--- src/rtl/seq_accumulator.sv ---
// seq_accumulator
//   Multi-operand sequential add/subtract unit with a start/done handshake.
//   One shared adder/subtractor folds NOPS captured operands into an
//   accumulator, one operand per clock, and reports the wrapped result
//   together with a sticky signed-overflow flag.
//
// Ports
//   clk     rising-edge clock
//   reset   synchronous, active-high reset (aborts a running operation)
//   start   operation request, accepted when the unit is free
//   mode    00/11: sum all; 01: op0-op1-...; 10: op0-op1+op2-op3...
//   ops     packed operands, op[k] = ops[k*WIDTH +: WIDTH]
//   result  final value modulo 2^WIDTH, held until the next completion
//   done    one-cycle completion pulse; result/ovf valid with it
//   busy    high while accumulating
//   ovf     signed overflow seen in any step of the last operation
module seq_accumulator #(
    parameter int WIDTH = 8,
    parameter int NOPS  = 4
) (
    input  logic                    clk,
    input  logic                    reset,
    input  logic                    start,
    input  logic [1:0]              mode,
    input  logic [NOPS*WIDTH-1:0]   ops,
    output logic [WIDTH-1:0]        result,
    output logic                    done,
    output logic                    busy,
    output logic                    ovf
);

    localparam int IDX_W = (NOPS > 2) ? $clog2(NOPS) : 1;
    localparam logic [IDX_W-1:0] LAST_IDX = IDX_W'(NOPS - 1);

    typedef enum logic [1:0] {
        S_IDLE = 2'd0,
        S_ACC  = 2'd1,
        S_DONE = 2'd2
    } state_e;

    // Signed overflow of one add/subtract step, judged on the sign bits only.
    function automatic logic step_overflow(input logic sign_a, input logic sign_b,
                                           input logic sign_r, input logic sub);
        logic ovf_v;
        if (sub) begin
            ovf_v = (sign_a != sign_b) && (sign_r != sign_a);
        end else begin
            ovf_v = (sign_a == sign_b) && (sign_r != sign_a);
        end
        return ovf_v;
    endfunction

    state_e             state_q, state_d;
    logic [WIDTH-1:0]   acc_q, acc_d;
    logic [IDX_W-1:0]   idx_q, idx_d;
    logic               ovf_int_q, ovf_int_d;
    logic [1:0]         mode_q, mode_d;
    logic [WIDTH-1:0]   op_q [NOPS];
    logic [WIDTH-1:0]   op_d [NOPS];
    logic [WIDTH-1:0]   result_q, result_d;
    logic               done_q, done_d;
    logic               busy_q, busy_d;
    logic               ovf_q, ovf_d;

    logic               sub_s;
    logic [WIDTH-1:0]   operand_s;
    logic [WIDTH-1:0]   step_s;
    logic               step_ovf_s;
    logic               launch_s;

    // Shared datapath: the sign of this step and its wrapped result/overflow.
    always_comb begin
        case (mode_q)
            2'b01:   sub_s = 1'b1;
            2'b10:   sub_s = idx_q[0];   // odd operand index subtracts
            default: sub_s = 1'b0;
        endcase
        operand_s = op_q[idx_q];
        if (sub_s) begin
            step_s = acc_q - operand_s;
        end else begin
            step_s = acc_q + operand_s;
        end
        step_ovf_s = step_overflow(acc_q[WIDTH-1], operand_s[WIDTH-1],
                                   step_s[WIDTH-1], sub_s);
    end

    // A request is taken in IDLE and also on the edge that leaves DONE, so a
    // back-to-back request starts NOPS edges after the previous one; a start
    // seen while still accumulating is simply dropped.
    always_comb begin
        if ((state_q == S_IDLE) || (state_q == S_DONE)) begin
            launch_s = start;
        end else begin
            launch_s = 1'b0;
        end
    end

    // Control FSM next-state and registered-output logic.
    always_comb begin
        state_d   = state_q;
        acc_d     = acc_q;
        idx_d     = idx_q;
        ovf_int_d = ovf_int_q;
        mode_d    = mode_q;
        op_d      = op_q;
        result_d  = result_q;
        ovf_d     = ovf_q;
        done_d    = 1'b0;
        busy_d    = 1'b0;

        case (state_q)
            S_ACC: begin
                acc_d     = step_s;
                idx_d     = idx_q + IDX_W'(1);
                ovf_int_d = ovf_int_q | step_ovf_s;
                if (idx_q == LAST_IDX) begin
                    result_d = step_s;
                    ovf_d    = ovf_int_q | step_ovf_s;
                    done_d   = 1'b1;
                    state_d  = S_DONE;
                end else begin
                    busy_d   = 1'b1;
                end
            end
            S_IDLE, S_DONE: begin
                if (launch_s) begin
                    // Snapshot operands and mode so later input changes
                    // cannot disturb the running operation.
                    for (int k = 0; k < NOPS; k++) begin
                        op_d[k] = ops[k*WIDTH +: WIDTH];
                    end
                    mode_d    = mode;
                    acc_d     = ops[WIDTH-1:0];
                    idx_d     = IDX_W'(1);
                    ovf_int_d = 1'b0;
                    busy_d    = 1'b1;
                    state_d   = S_ACC;
                end else begin
                    state_d   = S_IDLE;
                end
            end
            default: begin
                state_d = S_IDLE;
            end
        endcase
    end

    // State, datapath and output registers with synchronous reset.
    always_ff @(posedge clk) begin
        if (reset) begin
            state_q   <= S_IDLE;
            acc_q     <= '0;
            idx_q     <= '0;
            ovf_int_q <= 1'b0;
            mode_q    <= 2'b00;
            for (int k = 0; k < NOPS; k++) begin
                op_q[k] <= '0;
            end
            result_q  <= '0;
            done_q    <= 1'b0;
            busy_q    <= 1'b0;
            ovf_q     <= 1'b0;
        end else begin
            state_q   <= state_d;
            acc_q     <= acc_d;
            idx_q     <= idx_d;
            ovf_int_q <= ovf_int_d;
            mode_q    <= mode_d;
            op_q      <= op_d;
            result_q  <= result_d;
            done_q    <= done_d;
            busy_q    <= busy_d;
            ovf_q     <= ovf_d;
        end
    end

    assign result = result_q;
    assign done   = done_q;
    assign busy   = busy_q;
    assign ovf    = ovf_q;

endmodule

--- config.mk ---
export PLATFORM = sky130hd
export DESIGN_NAME = seq_accumulator
export DESIGN_NICKNAME = d
export VERILOG_FILES = /design/src/rtl/seq_accumulator.sv
export SDC_FILE = /design/constraint.sdc
export NUM_CORES = 1
export LEC_CHECK = 0
export ABC_AREA = 1
export BUFFER_PORTS_ARGS = -buffer_cell sky130_fd_sc_hd__buf_2
export CORE_ASPECT_RATIO = 1.1
export CORE_MARGIN = 4
export CORE_UTILIZATION = 45
export DETAILED_ROUTE_END_ITERATION = 8
export PLACE_DENSITY_LB_ADDON = 0.12
export SYNTH_ARGS = -nofsm -noshare
export SYNTH_HDL_FRONTEND = slang
export SYNTH_SLANG_ARGS = --single-unit
--- constraint.sdc ---
create_clock -name clk -period 6.82 [get_ports clk]
set_clock_uncertainty 0.1 [all_clocks]
set_input_delay 1.023 -clock clk [delete_from_list [all_inputs] [get_ports clk]]
set_output_delay 1.023 -clock clk [all_outputs]
set_load 0.05 [all_outputs]
== Word-level counts from Yosys, hierarchy flattened ==
Index checks and enable logic that the tools add are counted.
Operators by class
  equal/unequal tests: 10
  bitwise gates (word level): 3
  multiplexer cells: 20
  reduce and logical (&&, ||, !) cells: 10
  add/subtract/negate cells: 3
  order comparisons: 1
Operators by type and width (count)
  2-to-1 mux 8 bit: 4
  binary-select mux 8 bit (select 2 bit): 1
  one-hot mux 8 bit (2 select lines): 1
  adder 8 bit: 1
  one-hot mux 2 bit (2 select lines): 2
  subtractor 8 bit: 1
  2-to-1 mux 1 bit: 7
  equality test 2 bit, second input constant: 3
  one-hot mux 1 bit (2 select lines): 3
  AND reduction 2 bit: 3
  equality test 2 x 1 -> 1 bit, second input constant: 2
  2-to-1 mux 2 bit: 2
  != test 2 bit, second input constant: 2
  OR reduction 2 bit: 2
  >= comparator 3 bit, second input constant: 1
  NOT 2 -> 3 bit: 1
  adder 2 x 1 -> 2 bit, second input constant: 1
  logical AND 1 bit: 2
  logical NOT 2 bit: 1
  != test 1 bit: 2
  nonzero test 2 bit: 1
  equality test 1 bit: 1
  logical OR 1 bit: 1
  NOT 1 bit: 1
  OR 1 bit: 1
Storage, ports and cells
  word-level logic and storage cells: 60
  bits of input ports: 37
  output and inout port bits: 11
  register bits after elaboration: 58

== Depth between registers and ports, before layout ==
Gate-level depths: netlist of the first run.
  depth in word-level cells: 11
  mapped depth: 22
  mapped depth without buffers: 20

== Worst setup path after synthesis of the first run ==
Ideal clock, no wire load.
  path kind: reg2reg
  start point: register idx_q[0]
  end point: register ovf_q (netlist: ovf)
  stages on the path, launching flop included: 22
  setup slack: 4112 ps
  required time: 6611 ps
  clock period less this slack: 2708 ps
  buffers on the path: 2
  data arrival time: 2499 ps
  cell sequence: dfxtp_1 -> buf_6 -> inv_6 -> buf_8 -> nand2_1 -> nand3_1 -> nand2_1 -> ha_1 -> nand3_1 -> o21ai_0 -> xnor2_1 -> ha_1 -> a21oi_1 -> o21ai_0 -> a21oi_1 -> inv_1 -> nand3_2 -> nand3_1 -> nand3_2 -> nand3_2 -> nand2_1 -> inv_1
Between the ends
  longest elaborated chain between the ends: 10
  elaborated cells between the ends (all ways): 17
RTL lines
  start: declaration: line 55  | logic [IDX_W-1:0] idx_q, idx_d;
  start signal: assignment: line 167  | idx_q <= idx_d;
  NOT 2 -> 3 bit (not written as such): line 78  | operand_s = op_q[idx_q];
  binary-select mux 8 bit (select 2 bit): line 78
  2-to-1 mux 8 bit (not written as such) (2 in a row): line 78
  adder 8 bit or subtractor 8 bit (tied branches): line 82, 80
  2-to-1 mux 8 bit: line 79  | if (sub_s) begin
  != test 1 bit: line 46, 48
  logical AND 1 bit (on tied branches): line 48, 46
  2-to-1 mux 1 bit: line 45  | if (sub) begin
  OR 1 bit: line 119  | ovf_d = ovf_int_q | step_ovf_s;
  end signal: assignment: line 174  | ovf_q <= ovf_d;
  end: declaration: line 63  | logic ovf_q, ovf_d;
Several ways; a longest one is shown, not always the timed one. The select of a mux whose other input is x is not followed.
A chain may end at the register's enable or synchronous reset.

== Worst setup path after layout of the first run ==
  start point: register idx_q[0]
  end point: register acc_q[7]
Between the ends
  longest elaborated chain between the ends: 7
  elaborated cells between the ends (all ways): 9
RTL lines
  NOT 2 -> 3 bit (not written as such): line 78
  binary-select mux 8 bit (select 2 bit): line 78
  2-to-1 mux 8 bit (not written as such) (2 in a row): line 78
  adder 8 bit or subtractor 8 bit (tied branches): line 82, 80
  2-to-1 mux 8 bit (*): line 79
  one-hot mux 8 bit (2 select lines) (*): line 112  | case (state_q)
  end signal: assignment: line 153  | acc_q <= '0;
  end signal: assignment: line 166  | acc_q <= acc_d;
  end: declaration: line 54  | logic [WIDTH-1:0] acc_q, acc_d;
Every way passes the cells marked *; elsewhere a longest branch is shown, timed or not. The select of a mux whose other input is x is not followed.

==> results.py, run 1 <==
metrics = {
    "logic_synthesis": {
        "synth_edf_count": 0,
        "syn_nets": 441,
        "synth_flop_cell": "dfxtp_1",
        "synth_area_leaders": "dfxtp_1, nand2_1, o21ai_0, nor2_1, ha_1",
        "post_synth_num_cell_types": 32,
        "ys_seq_area_share_pct": 40.4,
        "synthArstFlopShare_pct": 0,
        "ys_seq_elements": 58,
        "synth_top_area_cell": "dfxtp_1",
        "synth_warnings": 0,
        "synth_top_area_share_pct": 40.4,
        "syn_area_per_cell_um2": 7.33,
        "syn_inst": 392,
        "syn_area_mm2": 0.00288,
    },
    "clocking": {
        "cts.hold.buffers_added": 0,
        "clk_pin_slew_worst_paths_ns": 0.07,
        "cts_sinks": 58,
        "h-tree-depth": 3,
        "cts_resized": 0,
        "ctsRootBufferMaster": "clkbuf_8",
        "clockBufferDepth": 2,
        "insertion_delay_ns": 0.33,
        "tritoncts": "built",
        "cts_inserted_buffers": 9,
        "cts_setup_buffers": 0,
    },
    "global_routing": {
        "first_global_vias": 2476,
        "use_met1_pct": 24.7,
        "met2_usage_pct": 29.7,
        "antenna_found_initial": 0,
        "grt_pass1_wl_mm": 11.7,
        "grt_util_met3_pct": 5.03,
        "top_usage_layer": "met2",
        "grt.overflow.total": 0,
        "grt_start_max_net_pins": 47,
        "grt_use_total_pct": 19.0,
    },
    "timing": {
        "finalSetupTns_ns": 0,
        "timing.final.crit_share_pct": 48.6,
        "worst_slack_ns": 3.50,
        "maxSlewViolCount": 0,
        "fmax_mhz": 302,
        "hold_viol": 0,
        "rsz0062_at_grt": "false",
        "worst_pin_slew_ns": 1.11,
        "finalCriticalPeriod_ns": 3.32,
        "setup_viol_count_final": 0,
        "max-slew-margin-rel_pct": 25.8,
    },
    "floorplan": {
        "start_util_pct": 46.4,
        "dieArea_mm2": 0.00773,
        "core_area_mm2": 0.00619,
        "rows": 30,
        "die_w_um": 84.2,
        "die_h_um": 91.8,
        "io_pins": 48,
    },
    "detailed_routing": {
        "routedWlPerCell_um": 13.4,
        "vias_per_cell": 5.02,
        "drcViolationCount": 0,
        "vias": 2605,
        "drt_pass1_iterations": 5,
        "ant_nets": 0,
        "drt_iter0_markers": 105,
        "wl_mm": 6.97,
    },
    "setup_path": {
        "end_kind": "flop",
        "startpoint_type": "flop",
        "arrival_ns": 3.42,
        "critPathMaxFanout": 19,
        "cp_data_required_time_ns": 6.92,
        "slowest_stage": "dfxtp_1",
        "path_cells": "inv_6 -> nand2_1 -> nand3_1 -> nand2_1 -> ha_1 -> nand3_1 -> o21ai_0 -> xnor2_1 -> ha_1 -> a21oi_1 -> o21ai_0 -> a21oi_1 -> inv_1 -> nand3_2 -> nand2_2 -> o21ai_0 -> a21oi_1",
        "critPathTopFamily": "compound AO/OA/AOI/OAI gates",
        "criticalPathCategory": "reg2reg",
        "cp_slowest_stage_delay_ns": 0.77,
        "cp_num_buf_inv": 2,
    },
    "run": {
        "maxCapViolations": 0,
    },
    "placement": {
        "numPortBuffers": 47,
        "dp_hpwl_mm": 4.99,
        "dpl_worst_slack_ns": 3.54,
        "place_congestion": 0.882,
        "placed_area_mm2": 0.00312,
    },
    "finish": {
        "stdcell_area_mm2": 0.00329,
        "nNetsFinal": 483,
        "antenna_cells": 0,
        "drive_above_1_share_pct": 19.1,
        "area_delta_synth_final_pct": 14.4,
    },
    "pwr": {
        "power_density_mw_per_mm2": 294,
        "leakage_nw": 1.50,
        "irDropWorstVdd_uv": 129,
        "power_uw": 967,
    },
    "worst_hold_path": {
        "hold_path_class": "reg2reg",
    },
    "run_status": {
        "status": "finished, final reports clean",
    },
}
==> path summary, 6_finish.rpt <==
kind,from,endpoint,slack (ns),cells past startpoint
min,op_q[27]$_SDFFE_PP0P_,op_q[27]$_SDFFE_PP0P_,0.37,2
max reg2reg,idx_q[0]$_SDFFE_PP0P_,acc_q[7]$_SDFFE_PP0P_,3.50,17
max,idx_q[0]$_SDFFE_PP0P_,acc_q[7]$_SDFFE_PP0P_,3.50,17
min reg2reg,op_q[27]$_SDFFE_PP0P_,op_q[27]$_SDFFE_PP0P_,0.37,2
==> per-stage QoR <==
step	cells	hold slack, ns	util (%)
6_report	519	0.371	53.1
5_1_grt	519	0.393	53.1
4_1_cts	519	0.371	53.1
3_5_place_dp	503	0.362	50.3
3_3_place_gp	503	0.365	50.3
2_1_floorplan	392	0.343	-
==> cells in the final DEF, fill, tap and decap left out <==
cell type | synthesis | routed
nand2_2 | 7 | 7
nand3_1 | 23 | 23
inv_1 | 22 | 22
fa_1 | 1 | 1
clkbuf_1 | 10 | 1
nand3_2 | 6 | 6
nor2_1 | 66 | 66
a31oi_1 | 1 | 1
o211ai_1 | 2 | 2
o21ai_2 | 1 | 1
xnor2_1 | 5 | 5
o22ai_1 | 3 | 3
xor2_1 | 6 | 6
dfxtp_1 | 58 | 58
inv_2 | 2 | 2
nor2_2 | 1 | 1
a21oi_1 | 23 | 23
o21a_1 | 1 | 1
o21bai_1 | 3 | 3
clkbuf_8 | 0 | 10
clkinvlp_4 | 0 | 2
buf_2 | 2 | 47
clkinv_1 | 2 | 2
buf_4 | 1 | 2
ha_1 | 11 | 11
a211oi_1 | 4 | 4
xor2_2 | 1 | 1
a21oi_2 | 1 | 1
clkinv_2 | 0 | 3
nand2_1 | 73 | 73
o21ai_0 | 50 | 50
inv_6 | 1 | 1
==> cell type report <==
type	count	area [um2]
timing repair buffer	49	250
tap	80	100
multi-input combinational	289	1500
sequential	58	1160
clock buffer	11	141
fill	660	2900
clock inverter	5	30.0
inverter	27	106
==> synth_stat cells, drive strengths merged, types with 2 or more instances <==
| master | number |
|---|---|
| a211oi | 4 |
| a21oi | 24 |
| buf | 8 |
| clkbuf | 10 |
| clkinv | 2 |
| dfxtp | 58 |
| ha | 11 |
| inv | 25 |
| nand2 | 80 |
| nand3 | 29 |
| nor2 | 67 |
| o211ai | 2 |
| o21ai | 51 |
| o21bai | 3 |
| o22ai | 3 |
| xnor2 | 5 |
| xor2 | 7 |
==> kinds of logic (layout without fill, tap and decap cells) <==
| family | count (synthesis) | after routing | synth area share [%] |
|---|---|---|---|
| simple gates | 176 | 176 | 26.0 |
| compound gates | 89 | 89 | 16.8 |
| flops | 58 | 58 | 40.4 |
| buf+inv | 45 | 92 | 7.44 |
| fa+ha+maj | 12 | 12 | 5.48 |
| xor+xnor | 12 | 12 | 3.92 |
==> power by group <==
part	switching, mW	internal, mW	leakage, nW	total, mW
registers	0.0218	0.366	0.478	0.388
clock network	0.136	0.140	0.0851	0.276
logic	0.187	0.116	0.940	0.303
==> worst register-to-register path: cells and delay by family, from the launching register on <==
family | cells | cell delay, ns
simple gates | 6 | 0.57
flops | 1 | 0.77
xor+xnor | 1 | 0.15
compound gates | 6 | 0.88
buf+inv | 2 | 0.24
fa+ha+maj | 2 | 0.50
==> state kept, by name (all words and copies together), names as in the netlist, 2 cells and up <==
signal and cells:
acc_q 8, idx_q 2, mode_q 2, op_q 32, result 8, state_q 2
==> routing by layer <==
metal | share of wire [%] | vias to the layer above
met3 | 4.9 | 10
met2 | 46 | 57
met4 | 1.5 | 0
met5 | 0 | -
li1 | - | 1367
met1 | 48 | 1171
Power figures use the tool's default switching activity.
==> inputs of run 2 (changes only) <==
clock period = 2.84 ns   (was 6.82 ns; I/O delays follow)
==> run 2 against run 1 <==
  * Via count is 9.1% higher
  * Setup slack worse by 3.5 ns
  * Non-clock buffer count is 35 higher
  * Routed wire length is 18% higher
  * Sequential power is 140% higher
  * Largest power group is now combinational logic
  * Critical endpoint is now ovf$_SDFFE_PP0P_
  * Clock power grew to 2.8 times the previous value
==> results.py, run 2 (synthesized netlist as in run 1, its figures left out) <==
metrics = {
    "finish": {
        "area_delta_synth_final_pct": 37.6,
        "mostFrequentLayoutCell": "nor2_1",
        "layout_common_cells": "nor2_1, dfxtp_1, nand2_1",
        "final_core_util_pct": 63.9,
        "multi_input_area_mm2": 0.00180,
        "nNetsFinal": 518,
        "fin_cells": 554,
        "seq_area_mm2": 0.00116,
        "antenna_cells": 0,
        "drive_above_1_share_pct": 35.9,
        "fillers": 556,
        "largest_reg_flops": 32,
        "top_register": "op_q",
    },
    "clocking": {
        "ctsRootBufferMaster": "clkbuf_8",
        "cts.hold.buffers_added": 0,
        "insertion_delay_ns": 0.34,
        "clockBufferDepth": 2,
        "clk_pin_slew_worst_paths_ns": 0.08,
        "cts_inserted_buffers": 9,
        "cts_sinks": 58,
        "tritoncts": "built",
        "h-tree-depth": 3,
    },
    "timing": {
        "fmax_mhz": 357,
        "finalCriticalPeriod_ns": 2.80,
        "worst_pin_slew_ns": 0.552,
        "timing.final.crit_share_pct": 98.6,
        "maxSlewViolCount": 0,
        "setup_viol_count_final": 0,
        "hold_viol": 0,
        "rsz0062_at_grt": "true",
        "max-slew-margin-rel_pct": 63.0,
    },
    "setup_path": {
        "slowest_stage": "dfxtp_4",
        "path_common_cell": "nand3_2",
        "arrival_ns": 2.94,
        "cp_slowest_stage_delay_ns": 0.37,
        "end_kind": "flop",
        "path_cells": "buf_12 -> inv_8 -> nand2_2 -> nand3_2 -> nand2_2 -> ha_4 -> nor2_4 -> xor2_1 -> ha_1 -> a21oi_1 -> nand2_1 -> a21oi_2 -> nand3_2 -> nand2_4 -> nand2_4 -> nand3_4 -> nand3_2 -> nand2_1 -> inv_1",
        "startpoint_type": "flop",
        "cp_num_buf_inv": 3,
        "critPathTopFamily": "simple AND/OR/NAND/NOR gates",
        "cp_data_required_time_ns": 2.98,
        "critPathMaxFanout": 6,
        "criticalPathCategory": "reg2reg",
        "regToRegSetupSlack_ns": 0.04,
    },
    "detailed_routing": {
        "ant_nets": 0,
        "drt_pass1_iterations": 5,
        "vias": 2842,
        "drcViolationCount": 0,
        "wl_mm": 8.19,
        "vias_per_cell": 5.13,
        "routedWlPerCell_um": 14.8,
        "drt_iter0_markers": 217,
    },
    "worst_hold_path": {
        "hold_path_class": "in2reg",
    },
    "global_routing": {
        "grt_start_max_net_pins": 30,
        "grt_pass1_wl_mm": 12.6,
        "grt.overflow.total": 0,
        "first_global_vias": 2655,
        "grt_use_total_pct": 20.2,
        "antenna_found_initial": 0,
    },
    "floorplan": {
        "io_pins": 48,
        "core_area_mm2": 0.00619,
        "dieArea_mm2": 0.00773,
        "start_util_pct": 46.4,
        "die_w_um": 84.2,
        "rows": 30,
        "die_h_um": 91.8,
    },
    "pwr": {
        "power_density_mw_per_mm2": 721,
        "swShare_pct": 36.8,
        "p_comb_share_pct": 40.1,
        "irDropWorstVdd_uv": 529,
        "power_frac_seq_pct": 32.6,
        "intPower_mw": 1.80,
        "clkPwrFrac_pct": 27.3,
        "leakage_nw": 1.82,
        "p_sw_mw": 1.05,
    },
    "placement": {
        "place_congestion": 0.902,
        "dp_hpwl_mm": 5.60,
        "dp.cells": 527,
        "numPortBuffers": 47,
    },
    "run_status": {
        "status": "finished, final reports clean",
    },
    "run": {
        "maxCapViolations": 0,
    },
}
[run 2: cell type report]
cell class	count	share of cell area, %
multi-input combinational	289	45.4
sequential	58	29.4
timing repair buffer	84	14.6
clock buffer	9	3.13
inverter	27	2.81
tap	80	2.53
clock inverter	7	1.99
[run 2: power groups by stage]
stage | clock network [mW] | logic, mW | registers (mW)
after floorplan | 0 | 0.589 | 0.934
after detailed placement | 0 | 0.878 | 0.939
after global routing | 0.823 | 1.24 | 0.936
final | 0.779 | 1.14 | 0.929
after global placement | 0 | 0.869 | 0.939
after CTS | 0.788 | 0.891 | 0.921
[run 2: per-stage QoR]
step	TNS, ns	setup WS [ns]	hold slack, ns	total power, mW	area [um2]
after CTS	0	0.00735	0.222	2.60	3540
final	0	0.0403	0.225	2.85	3960
after floorplan	0	0.132	0.343	1.52	2880
after global routing	-0.319	-0.0752	0.242	3.00	3960
after global placement	-0.172	-0.0678	0.357	1.81	3340
after detailed placement	-0.426	-0.139	0.364	1.82	3340
[run 2: worst paths after layout]
kind,startpoint,to,depth (start not counted)
worst max-delay path,idx_q[0]$_SDFFE_PP0P_,ovf$_SDFFE_PP0P_,19
worst min-delay path,ops[15],op_q[23]$_SDFFE_PP0P_,3
worst max register to register,idx_q[0]$_SDFFE_PP0P_,ovf$_SDFFE_PP0P_,19
worst min register to register,op_q[31]$_SDFFE_PP0P_,op_q[31]$_SDFFE_PP0P_,2
[run 2: repair_timing]
item                       in CTS  in global routing
setup buffers                   0                 10
setup endpoints to repair       4                 10
gates resized for setup         4                 77
pin swaps                       1                 31
cloned                          0                  1
[run 2: routing by layer]
metal / track usage [%] / routed length (um)
met5: 0 / 0
met4: 5.76 / 189
met3: 4.76 / 317
met2: 31.9 / 3980
met1: 27.5 / 3700
[run 2: worst min-delay path, delay by kind of cell]
family | cells | cell delay (ns)
compound gates | 1 | 0.07
buf+inv | 1 | 0.07
simple gates | 1 | 0.07
==> inputs of run 3 (changes only) <==
CORE_UTILIZATION = 40   (was 45)
PLACE_DENSITY = 0.61   (was default)
PLACE_DENSITY_LB_ADDON = default   (was 0.12)
==> run 3 against run 2 <==
  * Critical path depth increased by 2
  * Global-route usage is 2.1 points lower
  * Critical path type unchanged
  * Critical endpoint unchanged
  * Sequential cell count unchanged
  * Die area up 11%
  * First-iteration DRC count is 46% lower
==> results.py, run 3 (synthesized netlist as in run 1, its figures left out) <==
metrics = {
    "timing": {
        "rsz0062_at_grt": "true",
        "timing.final.crit_share_pct": 95.4,
        "finalCriticalPeriod_ns": 2.71,
        "max-slew-margin-rel_pct": 74.9,
        "setup_viol_count_final": 0,
        "finalSetupTns_ns": 0,
        "fmax_mhz": 369,
        "hold_viol": 0,
        "worst_pin_slew_ns": 0.376,
        "maxSlewViolCount": 0,
        "worst_slack_ns": 0.131,
    },
    "worst_hold_path": {
        "hold_path_class": "in2reg",
        "hp-start": "ops[28]",
    },
    "clocking": {
        "clockBufferDepth": 2,
        "ctsRootBufferMaster": "clkbuf_8",
        "h-tree-depth": 3,
        "cts_inserted_buffers": 9,
        "clk_pin_slew_worst_paths_ns": 0.07,
        "insertion_delay_ns": 0.34,
        "cts_sinks": 58,
        "tritoncts": "built",
    },
    "floorplan": {
        "io_pins": 48,
        "core_area_mm2": 0.00701,
        "start_util_pct": 41.0,
        "dieArea_mm2": 0.00861,
        "die_w_um": 88.8,
        "die_h_um": 96.9,
        "rows": 32,
    },
    "run_status": {
        "status": "finished, final reports clean",
    },
    "finish": {
        "drive_above_1_share_pct": 31.8,
        "layout_common_cells": "nor2_1, nand2_1, dfxtp_1",
        "multi_input_area_mm2": 0.00169,
        "mostFrequentLayoutCell": "nor2_1",
        "final_core_util_pct": 54.4,
        "nNetsFinal": 516,
        "antenna_cells": 0,
        "seq_area_mm2": 0.00116,
        "largest_reg_flops": 32,
        "stdcell_area_mm2": 0.00381,
        "area_delta_synth_final_pct": 32.6,
        "top_register": "op_q",
        "fillers": 662,
    },
    "global_routing": {
        "grt_util_met3_pct": 4.68,
        "top_usage_layer": "met2",
        "use_met1_pct": 24.3,
        "grt_use_total_pct": 18.1,
        "antenna_found_initial": 0,
        "grt.overflow.total": 0,
        "grt_pass1_wl_mm": 12.3,
        "met2_usage_pct": 27.6,
        "grt_start_max_net_pins": 45,
        "first_global_vias": 2694,
    },
    "pwr": {
        "irDropWorstVdd_uv": 300,
        "leakage_nw": 1.76,
        "power_density_mw_per_mm2": 730,
    },
    "setup_path": {
        "startpoint_type": "flop",
        "slowest_stage": "dfxtp_2",
        "cp_data_required_time_ns": 2.99,
        "critPathMaxFanout": 8,
        "cp_num_buf_inv": 5,
        "path_cells": "buf_12 -> inv_8 -> buf_6 -> nand2_4 -> nand3_4 -> nand2_4 -> buf_6 -> nand3_2 -> o21ai_2 -> xnor2_1 -> ha_1 -> a21oi_2 -> o21ai_1 -> a21oi_2 -> nand3_2 -> nand2_4 -> nand2_2 -> nand3_2 -> nand3_2 -> nand2_1 -> inv_1",
        "criticalPathCategory": "reg2reg",
        "arrival_ns": 2.86,
        "critPathTopFamily": "simple AND/OR/NAND/NOR gates",
        "end_kind": "flop",
        "path_common_cell": "nand3_2",
        "cp_slowest_stage_delay_ns": 0.35,
        "reg2reg_from": "idx_q[0]$_SDFFE_PP0P_",
        "worstSetupStartpoint": "idx_q[0]$_SDFFE_PP0P_",
    },
    "detailed_routing": {
        "drcViolationCount": 0,
        "drt_iter0_markers": 117,
        "routedWlPerCell_um": 13.3,
        "drt_pass1_iterations": 4,
        "vias": 2741,
        "vias_per_cell": 4.92,
        "ant_nets": 0,
        "wl_mm": 7.42,
    },
    "placement": {
        "dpl_worst_slack_ns": -0.0794,
        "dp_hpwl_mm": 5.30,
        "numPortBuffers": 47,
        "place_congestion": 0.830,
        "placed_area_mm2": 0.00334,
    },
    "run": {
        "maxCapViolations": 0,
    },
}
-- run 3: cell types whose count changed in the layout (fill, tap and decap cells not counted), moves of 4 or more --
cell,previous run,this run
nand2_1,52,62
nand3_1,8,17
nand2_4,11,5
nand2_2,17,13
nand3_2,16,9
-- run 3: worst paths after layout --
kind                                         endpoint  slack, ns  depth (start not counted)
worst min register to register  op_q[27]$_SDFFE_PP0P_       0.38                          2
worst max register to register       ovf$_SDFFE_PP0P_       0.13                         21
worst min-delay path             op_q[4]$_SDFFE_PP0P_       0.23                          3
worst max-delay path                 ovf$_SDFFE_PP0P_       0.13                         21
-- run 3: stage by stage --
step	hold slack, ns	instances	total power [mW]
after floorplan	0.343	392	1.52
after global placement	0.355	535	1.79
after detailed placement	0.362	535	1.80
after CTS	0.218	552	2.67
after global routing	0.227	557	2.96
final	0.233	557	2.78
-- run 3: worst reg2reg max path, stage by stage, from the launching register on --
cell and delay [ns]:
dfxtp_2 0.35, buf_12 0.13, inv_8 0.04, buf_6 0.12, nand2_4 0.05, nand3_4 0.07, nand2_4 0.11, buf_6 0.10
nand3_2 0.07, o21ai_2 0.15, xnor2_1 0.10, ha_1 0.34, a21oi_2 0.14, o21ai_1 0.08, a21oi_2 0.15, nand3_2 0.11
nand2_4 0.10, nand2_2 0.05, nand3_2 0.10, nand3_2 0.06, nand2_1 0.06, inv_1 0.03
-- run 3: repair_timing --
item	in CTS	in global routing
buffers inserted	1	5
gates resized for setup	6	47
hold buffers	0	0
endpoints found under the setup margin	4	11
pin swaps	1	25
-- run 3: report_power, final --
part	switching [mW]	internal, mW	leakage (nW)
sequential	0.0455	0.880	0.479
clock	0.340	0.491	0.105
combinational	0.556	0.468	1.17
total	0.941	1.84	1.76
-- run 3: area by class of cell --
cell class / instances / share of cell area (%)
multi-input combinational: 289 / 44.2
sequential: 58 / 30.5
timing repair buffer: 82 / 13.9
clock buffer: 9 / 3.25
inverter: 27 / 2.86
tap: 85 / 2.79
clock inverter: 7 / 2.46
-- run 3: routing by layer --
layer  part of all wire, %  vias up
met5                     0        -
met4                   2.6        0
met3                   4.2       19
met2                    46       58
met1                    47     1225
li1                      -     1439
